$ cat config.mk
export PLATFORM = sky130hd
export DESIGN_NAME = hw_barrier_array
export DESIGN_NICKNAME = d
export VERILOG_FILES = /design/src/rtl/hw_barrier_array.sv
export SDC_FILE = /design/constraint.sdc
export NUM_CORES = 1
export LEC_CHECK = 0
export ABC_AREA = 1
export CAP_MARGIN = 15
export CORE_MARGIN = 5
export CORE_UTILIZATION = 33
export DETAILED_ROUTE_END_ITERATION = 12
export SYNTH_ARGS = -nofsm -noshare
export SYNTH_HDL_FRONTEND = slang
export SYNTH_SLANG_ARGS = --single-unit
$ cat constraint.sdc
create_clock -name clk_i -period 1.6 [get_ports clk_i]
set_clock_uncertainty 0.05 [all_clocks]
set_input_delay 0.32 -clock clk_i [delete_from_list [all_inputs] [get_ports clk_i]]
set_output_delay 0.32 -clock clk_i [all_outputs]
set_load 0.05 [all_outputs]
$ cat src/rtl/hw_barrier_array.sv
// Multi-barrier unit: NB_BARR independent team barriers with register-bus configuration.
// Optional per-barrier timeout enabled by defining HW_BARR_TIMEOUT_EN.
module hw_barrier_array #(
    parameter int NB_CORES     = 8,
    parameter int NB_BARR      = 8,
    parameter int GEN_W        = 8,
    parameter int TIMEOUT_W    = 16,
    parameter int PER_ID_WIDTH = 9,
    parameter int ADDR_W       = $clog2(NB_BARR) + 5
) (
    input  logic                                   clk_i,
    input  logic                                   rst_ni,
    input  logic [NB_CORES-1:0][NB_BARR-1:0]       barrier_trigger_core_i,
    output logic [NB_BARR-1:0][NB_CORES-1:0]       barrier_events_o,
    output logic [NB_BARR-1:0]                     barrier_timeout_o,
    input  logic                                   cfg_req_i,
    input  logic [ADDR_W-1:0]                      cfg_add_i,
    input  logic                                   cfg_wen_i,
    input  logic [31:0]                            cfg_wdata_i,
    input  logic [PER_ID_WIDTH-1:0]                cfg_id_i,
    output logic                                   cfg_gnt_o,
    output logic                                   cfg_r_valid_o,
    output logic [31:0]                            cfg_r_rdata_o,
    output logic                                   cfg_r_opc_o,
    output logic [PER_ID_WIDTH-1:0]                cfg_r_id_o
);

    localparam logic [2:0] OFF_TEAM    = 3'd0;
    localparam logic [2:0] OFF_TARGET  = 3'd1;
    localparam logic [2:0] OFF_STATUS  = 3'd2;
    localparam logic [2:0] OFF_GEN     = 3'd3;
    localparam logic [2:0] OFF_TIMEOUT = 3'd4;

    logic [ADDR_W-1:0] w_idx;
    logic [2:0]        w_off;
    logic              w_idx_ok;
    logic              w_wr;
    logic              w_unused_bits;

    assign w_idx         = cfg_add_i >> 5;
    assign w_off         = cfg_add_i[4:2];
    assign w_idx_ok      = (w_idx < ADDR_W'(NB_BARR));
    assign w_wr          = cfg_req_i && !cfg_wen_i && w_idx_ok;
    assign w_unused_bits = ^{cfg_add_i[1:0], cfg_wdata_i};
    assign cfg_gnt_o     = cfg_req_i;

    logic [NB_BARR-1:0][NB_CORES-1:0] w_team;
    logic [NB_BARR-1:0][NB_CORES-1:0] w_target;
    logic [NB_BARR-1:0][NB_CORES-1:0] w_status;
    logic [NB_BARR-1:0][GEN_W-1:0]    w_gen;
    logic [NB_BARR-1:0][31:0]         w_tmo_rd;

    genvar gi, gc;
    generate
        for (gi = 0; gi < NB_BARR; gi++) begin : g_barr
            logic [NB_CORES-1:0] r_team, r_target, r_status, r_events;
            logic [GEN_W-1:0]    r_gen;
            logic [NB_CORES-1:0] w_trig, w_status_next;
            logic                w_sel, w_team_wr, w_target_wr, w_complete, w_expire;

            for (gc = 0; gc < NB_CORES; gc++) begin : g_trig
                assign w_trig[gc] = barrier_trigger_core_i[gc][gi];
            end

            assign w_sel         = w_wr && (w_idx == ADDR_W'(gi));
            assign w_team_wr     = w_sel && (w_off == OFF_TEAM);
            assign w_target_wr   = w_sel && (w_off == OFF_TARGET);
            assign w_status_next = r_status | (w_trig & r_team);
            // A TEAM write in the same cycle discards any arrivals for this barrier.
            assign w_complete    = !w_team_wr && (r_team != '0) && (w_status_next == r_team);

            always_ff @(posedge clk_i or negedge rst_ni) begin
                if (!rst_ni) begin
                    r_team   <= '0;
                    r_target <= '0;
                    r_status <= '0;
                    r_gen    <= '0;
                    r_events <= '0;
                end else begin
                    if (w_team_wr)
                        r_team <= cfg_wdata_i[NB_CORES-1:0];
                    if (w_target_wr)
                        r_target <= cfg_wdata_i[NB_CORES-1:0];
                    if (w_team_wr || w_complete || w_expire)
                        r_status <= '0;
                    else
                        r_status <= w_status_next;
                    if (w_complete)
                        r_gen <= r_gen + GEN_W'(1);
                    r_events <= w_complete ? r_target : '0;
                end
            end

`ifdef HW_BARR_TIMEOUT_EN
            logic [TIMEOUT_W-1:0] r_tmo, r_cnt;
            logic                 r_tout;

            // Counter sits at 0 while idle, so the first arrival starts it from 0.
            assign w_expire = !w_team_wr && !w_complete && (r_status != '0) &&
                              (r_tmo != '0) && ((r_cnt + TIMEOUT_W'(1)) == r_tmo);

            always_ff @(posedge clk_i or negedge rst_ni) begin
                if (!rst_ni) begin
                    r_tmo  <= '0;
                    r_cnt  <= '0;
                    r_tout <= 1'b0;
                end else begin
                    if (w_sel && (w_off == OFF_TIMEOUT))
                        r_tmo <= cfg_wdata_i[TIMEOUT_W-1:0];
                    if (w_team_wr || w_complete || w_expire || (r_status == '0))
                        r_cnt <= '0;
                    else
                        r_cnt <= r_cnt + TIMEOUT_W'(1);
                    r_tout <= w_expire;
                end
            end

            assign w_tmo_rd[gi]          = 32'(r_tmo);
            assign barrier_timeout_o[gi] = r_tout;
`else
            logic [TIMEOUT_W-1:0] w_unused_tmo;
            assign w_unused_tmo          = '0;
            assign w_expire              = 1'b0;
            assign w_tmo_rd[gi]          = '0;
            assign barrier_timeout_o[gi] = 1'b0;
`endif

            assign w_team[gi]           = r_team;
            assign w_target[gi]         = r_target;
            assign w_status[gi]         = r_status;
            assign w_gen[gi]            = r_gen;
            assign barrier_events_o[gi] = r_events;
        end
    endgenerate

    logic [31:0] w_rd_data;

    always_comb begin
        w_rd_data = '0;
        for (int b = 0; b < NB_BARR; b++) begin
            if (w_idx == ADDR_W'(b)) begin
                case (w_off)
                    OFF_TEAM:    w_rd_data = 32'(w_team[b]);
                    OFF_TARGET:  w_rd_data = 32'(w_target[b]);
                    OFF_STATUS:  w_rd_data = 32'(w_status[b]);
                    OFF_GEN:     w_rd_data = 32'(w_gen[b]);
                    OFF_TIMEOUT: w_rd_data = w_tmo_rd[b];
                    default:     w_rd_data = '0;
                endcase
            end
        end
    end

    logic                    r_rvalid, r_opc;
    logic [31:0]             r_rdata;
    logic [PER_ID_WIDTH-1:0] r_rid;

    always_ff @(posedge clk_i or negedge rst_ni) begin
        if (!rst_ni) begin
            r_rvalid <= 1'b0;
            r_rdata  <= '0;
            r_opc    <= 1'b0;
            r_rid    <= '0;
        end else begin
            r_rvalid <= cfg_req_i;
            r_rdata  <= (cfg_req_i && cfg_wen_i) ? w_rd_data : '0;
            r_opc    <= cfg_req_i && !w_idx_ok;
            if (cfg_req_i)
                r_rid <= cfg_id_i;
        end
    end

    assign cfg_r_valid_o = r_rvalid;
    assign cfg_r_rdata_o = r_rdata;
    assign cfg_r_opc_o   = r_opc;
    assign cfg_r_id_o    = r_rid;

endmodule

* Word level (Yosys, flattened, before mapping) *
Index checks and enable logic that the tools add are counted.
W data, S select, Z words.

storage, ports and cells
  flip-flop bits (word level) = 363
  input port bits = 117
  output and inout port bits = 116
  word-level logic and storage cells = 192

cells by class
  $add $sub $neg = 8
  $lt $le $gt $ge = 1
  equality and inequality tests = 18
  muxes and demuxes = 33
  bitwise logic cells = 16
  reductions and logical operators = 72

operators with widths
  cell                   count
  $mux W32               8
  $pmux W8 S4            8
  $mux W8                17
  $add A8 B1 Y8 const B  8
  $and A8 B8 Y8          8
  $eq A8 B8 Y1           8
  $or A8 B8 Y8           8
  $reduce_bool A8 Y1     8
  $logic_and A1 B1 Y1    44
  $eq A3 B2 Y1 const B   4
  $eq A3 B3 Y1 const B   4
  $logic_not A1 Y1       10
  $logic_not A8 Y1       1
  $logic_or A1 B1 Y1     8
  $eq A3 B1 Y1 const B   2
  $lt A3 B4 Y1 const B   1
  $logic_not A3 Y1       1

* Logic depth before layout (Yosys ltp) *
  word-level depth = 11
  mapped depth = 14
  mapped depth without buffers = 13

* Least setup slack after synthesis *
No wires, ideal clock.

  path type = input to register
  start = input port cfg_add_i[6]
  end = register g_barr[3].r_gen[2]
  setup time = 0.128 ns
  arrival = 1.670 ns
  required time = 1.422 ns
  setup slack = -0.247 ns
  stages = 11
  cells stage by stage = buf_2 > inv_1 > nor3_4 > inv_2 > nor2_4 > nand2_4 > nand2_1 > a21oi_2 > nand4_4 > nor2_2 > xor2_1

between the ends
  word-level cells in the longest chain between the ends = 7

RTL lines
  element                             line  RTL
  start, declared                     17    input logic [ADDR_W-1:0] cfg_add_i,
  $lt A3 B4 Y1                        42    assign w_idx_ok = (w_idx < ADDR_W'(NB_BARR));
  $logic_and A1 B1 Y1                 43    assign w_wr = cfg_req_i && !cfg_wen_i && w_idx_ok;
  $logic_and A1 B1 Y1 *               65    assign w_sel = w_wr && (w_idx == ADDR_W'(gi));
  $logic_and A1 B1 Y1 *               66    assign w_team_wr = w_sel && (w_off == OFF_TEAM);
  $logic_not A1 Y1 *                  70    assign w_complete = !w_team_wr && (r_team != '0) && (w_status_next == r_team);
  $logic_and A1 B1 Y1 * (2 in a row)  70
  end signal, assigned                89    r_gen <= r_gen + GEN_W'(1);
  end, declared                       57    logic [GEN_W-1:0] r_gen;

Every way passes the cells marked *; elsewhere a longest branch is shown, timed or not.
A chain may end at the register's enable or synchronous reset.

* Worst setup path in the final report *
  start = register g_barr[3].r_status[6]
  end = register g_barr[3].r_status[1]

between the ends
  word-level cells in the longest chain between the ends = 5

RTL lines
  element                 line  RTL
  start, declared         56    logic [NB_CORES-1:0] r_team, r_target, r_status, r_events;
  start signal, assigned  87    r_status <= w_status_next;
  $or A8 B8 Y8            68    assign w_status_next = r_status | (w_trig & r_team);
  $eq A8 B8 Y1            70
  $logic_and A1 B1 Y1     70
  $logic_or A1 B1 Y1      84    if (w_team_wr || w_complete || w_expire)
  $mux W8                 84

No other way between the ends.

==> results.md <==
Placement:
- Routability-driven placement finished with a final weighted congestion of 0.946.
- OpenSTA, run right after detailed placement, puts the worst setup slack at -1110 ps.
- Including well taps, the total number of placed cells is 2926.
- The total of buffers placed on input and output ports is 173.
- The post-DP HPWL is 41100 um.

Yosys:
- The sequential element share of the synthesized area is 52.9%.
- The number of cells produced by synthesis is 1895.
- The mean cell area of the mapped netlist is 8.43 sq um.
- The cell type with the largest total area after synthesis is sky130_fd_sc_hd__dfrtp_1.
- In the post-synthesis netlist, the biggest area contributors are sky130_fd_sc_hd__dfrtp_1 (53%), sky130_fd_sc_hd__nand2_1 (10%), sky130_fd_sc_hd__o21ai_0 (6.9%).
- The cell area that synthesis handed to floorplanning was 16000 sq um.
- The post-synthesis register bit count is 338.
- Yosys printed 0 warnings.
- In this run the biggest area consumer among cell types represents 52.9% of the synthesized area.
- The count of cell types in the netlist is 46.

Route:
- The final layout contains routed wiring with a total length of 58800 um.
- The routed via count divided by cell count is 5.03.
- In the final routed layout, each cell accounts on average for 19.2 um.
- For this run, design rule violations remaining after detail routing come to 0.
- In this run the remaining antenna-violating nets after routing total 0.
- In this run, the number of DRC markers left after iteration 0 of detailed routing was 920.
- The first detailed-routing pass took 5 iterations.
- The final route contains 15400 vias.

STA:
- The count of final hold-check violations is 0.
- For the pin with the worst max-slew slack, the measured transition is 526 ps.
- The routed design could run at a clock period as short as 1820 ps.
- The worst-case hold slack is 238 ps.
- The setup TNS is -15390 ps.
- The final critical-path setup slack is -221 ps.
- In the finished design, the share of the clock period the worst path needs comes to 114%.
- The worst max-slew margin expressed relative to the limit is 64.9%.
- The top achievable clock speed is 549 MHz.
- The final count of negative-setup-slack endpoints is 177.
- Setup repair after global routing could not meet its margin everywhere.
- The max-slew violation count is 0.

Job:
- The count of maximum capacitance violations is 0.

Power and ir drop:
- The power per cell area is 1200 nW/um^2.
- The leakage power summed over all cells is 11.4 nW.
- The largest vdd supply drop is 0.000634 V.

Status:
- The flow ran to the end, but the final reports show violations.
- The checks that failed: setup timing.

Critical path:
- The number of cell instances on the worst register-to-register path is 8.
- The data arrival time at the worst-slack endpoint is 2220 ps.
- Across all register-to-register paths, the minimum setup slack is -220 ps.
- The reg-to-reg startpoint is g_barr[3].r_status[6]$_DFF_PN0_.
- For the worst setup path, the data required time is 2000 ps.
- The largest fanout on the critical path is 8.
- The worst setup path is captured at a flop.
- The type of origin of the critical path is a flop.
- The signal on the critical path passes through a21oi_4, nor2_1, a211oi_2, buf_4, nand4_4, buf_8, nand2_8, nor2_1.
- On the critical path, the stage with the largest delay is an instance of sky130_fd_sc_hd__dfrtp_1.
- In this design, the critical path's most frequently occurring cell is sky130_fd_sc_hd__nor2_1.
- The endpoint identified for the worst register-to-register timing path is g_barr[3].r_status[1]$_DFF_PN0_.
- The critical setup path kind is reg -> reg.
- The largest stage delay on the critical path is 440 ps.

Floorplanning:
- The number of primary I/O pins is 233.
- The starting density of the core is 33.4%.
- In this run the standard cell core region covers 47800 sq um.
- The floorplan has 80 rows.
- The vertical extent of the die is 230 um.
- The die covers 52900 sq um.
- The horizontal die dimension is 230 um.

Global route:
- The first global-routing pass estimated 89700 um of wire.
- The global-route usage over all layers is 21.5%.
- The number of global-route vias before repair came to 15300.
- The residual overflow from global routing is 0.
- The number of antenna violations at the first check in global routing was 0.
- Entering global routing, the biggest net connects 50 pins.

Layout:
- The post-route netlist has 36.7% of its cells at a drive strength greater than 1.
- The diode insertion count for antenna repair is 0.
- The count of cells in the finished layout, fillers not included, comes to 3069.
- For this run, the post-layout net count is 2550.
- The area growth from synthesis to final layout is 59.2%.
- After filler insertion, the fill cell instance count of the layout stands at 4225.

Clock tree:
- The root buffer cell chosen for the clock tree is sky130_fd_sc_hd__clkbuf_16.
- The CTS buffer count is 39.
- The H-tree was split into 2 levels.
- No sink is reached through more buffers than the 3 on the longest clock path.
- TritonCTS built the clock tree.
- The number of sinks handled by clock tree synthesis is 338.
- After clock tree synthesis, the clock-pin slew on the worst setup and hold paths is 60 ps.
- For the worst-skew pair, the clock arrives at the later sink with an insertion delay of 560 ps.

Worst hold path:
- The class of the worst hold path is in -> async.
## worst max-delay path by stage
stage,from,end,slack [ps],cells past startpoint
final,g_barr[3].r_status[6]$_DFF_PN0_,g_barr[3].r_status[1]$_DFF_PN0_,-220,8
after global routing,g_barr[3].r_status[6]$_DFF_PN0_,g_barr[3].r_status[1]$_DFF_PN0_,-310,8
after CTS,g_barr[1].r_status[5]$_DFF_PN0_,g_barr[1].r_gen[0]$_DFFE_PN0P_,-180,8
after detailed placement,cfg_add_i[2],cfg_r_rdata_o[6]$_DFF_PN0_,-1110,14
after global placement,cfg_add_i[2],cfg_r_rdata_o[3]$_DFF_PN0_,-1120,16
after floorplan,cfg_add_i[6],g_barr[3].r_gen[6]$_DFFE_PN0P_,-180,11
## flip-flops by register name, indices dropped and copies added (netlist names)
| signal | count |
|---|---|
| cfg_r_id_o | 9 |
| cfg_r_rdata_o | 8 |
| cfg_r_valid_o | 1 |
| g_barr.r_events | 64 |
| g_barr.r_gen | 64 |
| g_barr.r_status | 64 |
| g_barr.r_target | 64 |
| g_barr.r_team | 64 |
## logic make-up after synthesis
logic type                 synth area share, %
AOI/OAI and AO/OA                         14.1
xor gates and xnor gates                  2.90
adders and majority gates                0.626
buffers and inverters                     8.51
DFF                                       52.9
muxes                                    0.634
other                                   0.0235
and+or+nand+nor                           20.3
## repair_timing
| item | CTS | global route |
|---|---|---|
| hold buffers | 1 | 0 |
| resized for setup | 269 | 295 |
| setup endpoints to repair | 275 | 200 |
| pin swaps | 60 | 78 |
| gates cloned | 8 | 1 |
| buffers inserted | 39 | 31 |
| endpoints found under the hold margin | 37 | 0 |
## cells in the mapped netlist, drive strengths merged
cell     count
nand3b       3
a211oi       6
o2111ai     18
a32oi        1
xnor2       10
o221ai       7
nor3        26
or2          1
buf         63
dfrtp      338
nand2      444
ha           8
inv        215
conb         1
mux2         9
nor4        26
a41oi        2
a22oi       12
nor2       182
nand3       45
o211ai       2
o21ai      227
o22ai       35
a21oi       86
nand4       39
a21boi       1
nor3b        2
a221oi       4
o2111a       1
clkbuf      38
xor2        43
## area by class of cell
cell class / count / area, sq um / area share, %
Sequential cell: 338 / 8480 / 33.3
Tap cell: 615 / 769 / 3.02
Inverter: 215 / 835 / 3.28
Timing Repair inverter: 2 / 15.0 / 0.0590
Multi-Input combinational cell: 1273 / 7880 / 31.0
Clock buffer: 46 / 1050 / 4.14
Clock inverter: 24 / 236 / 0.930
Timing Repair Buffer: 556 / 6170 / 24.3
## layer usage
layer	up-vias	track usage [%]	part of all wire, %
met5	-	0	0
met4	0	6.28	2.8
met3	101	3.94	6.3
met2	543	36.3	50
met1	7535	28.5	41
li1	7249	-	-
## through the flow
step                      total power [mW]  instance area [sq um]  utilization, %
after floorplan                       15.2                  16200               -
after global placement                19.2                  21700            45.3
after detailed placement              19.3                  21700            45.3
after CTS                             29.3                  24200            50.7
after global routing                  32.1                  25400            53.2
final                                 30.5                  25400            53.2
## layout by cell type (no fill, tap or decap), drive strengths merged, types with 2 or more instances in the layout
cell type,n
a211oi,6
a21oi,86
a221oi,4
a22oi,12
a41oi,2
buf,463
bufbuf,2
bufinv,3
clkbuf,51
clkdlybuf4s50,81
clkinv,14
clkinvlp,7
conb,33
dfrtp,338
dlygate4sd2,3
ha,8
inv,217
mux2,9
nand2,444
nand3,45
nand3b,3
nand4,39
nor2,182
nor3,26
nor3b,2
nor4,26
o2111ai,18
o211ai,2
o21ai,227
o221ai,7
o22ai,35
xnor2,10
xor2,43
## critical path, delay by kind of cell (launching register included)
kind | cells | cell delay [ps]
and+or+nand+nor | 4 | 470
DFF | 1 | 440
buffers and inverters | 2 | 380
AOI/OAI and AO/OA | 2 | 370
## power by group
part           leakage (nW)  internal [mW]  switching, mW
Clock                 0.628           5.24           3.80
Combinational          6.34           4.79           4.99
Sequential             4.42           10.2           1.53
(Power assumes the default switching activity.)
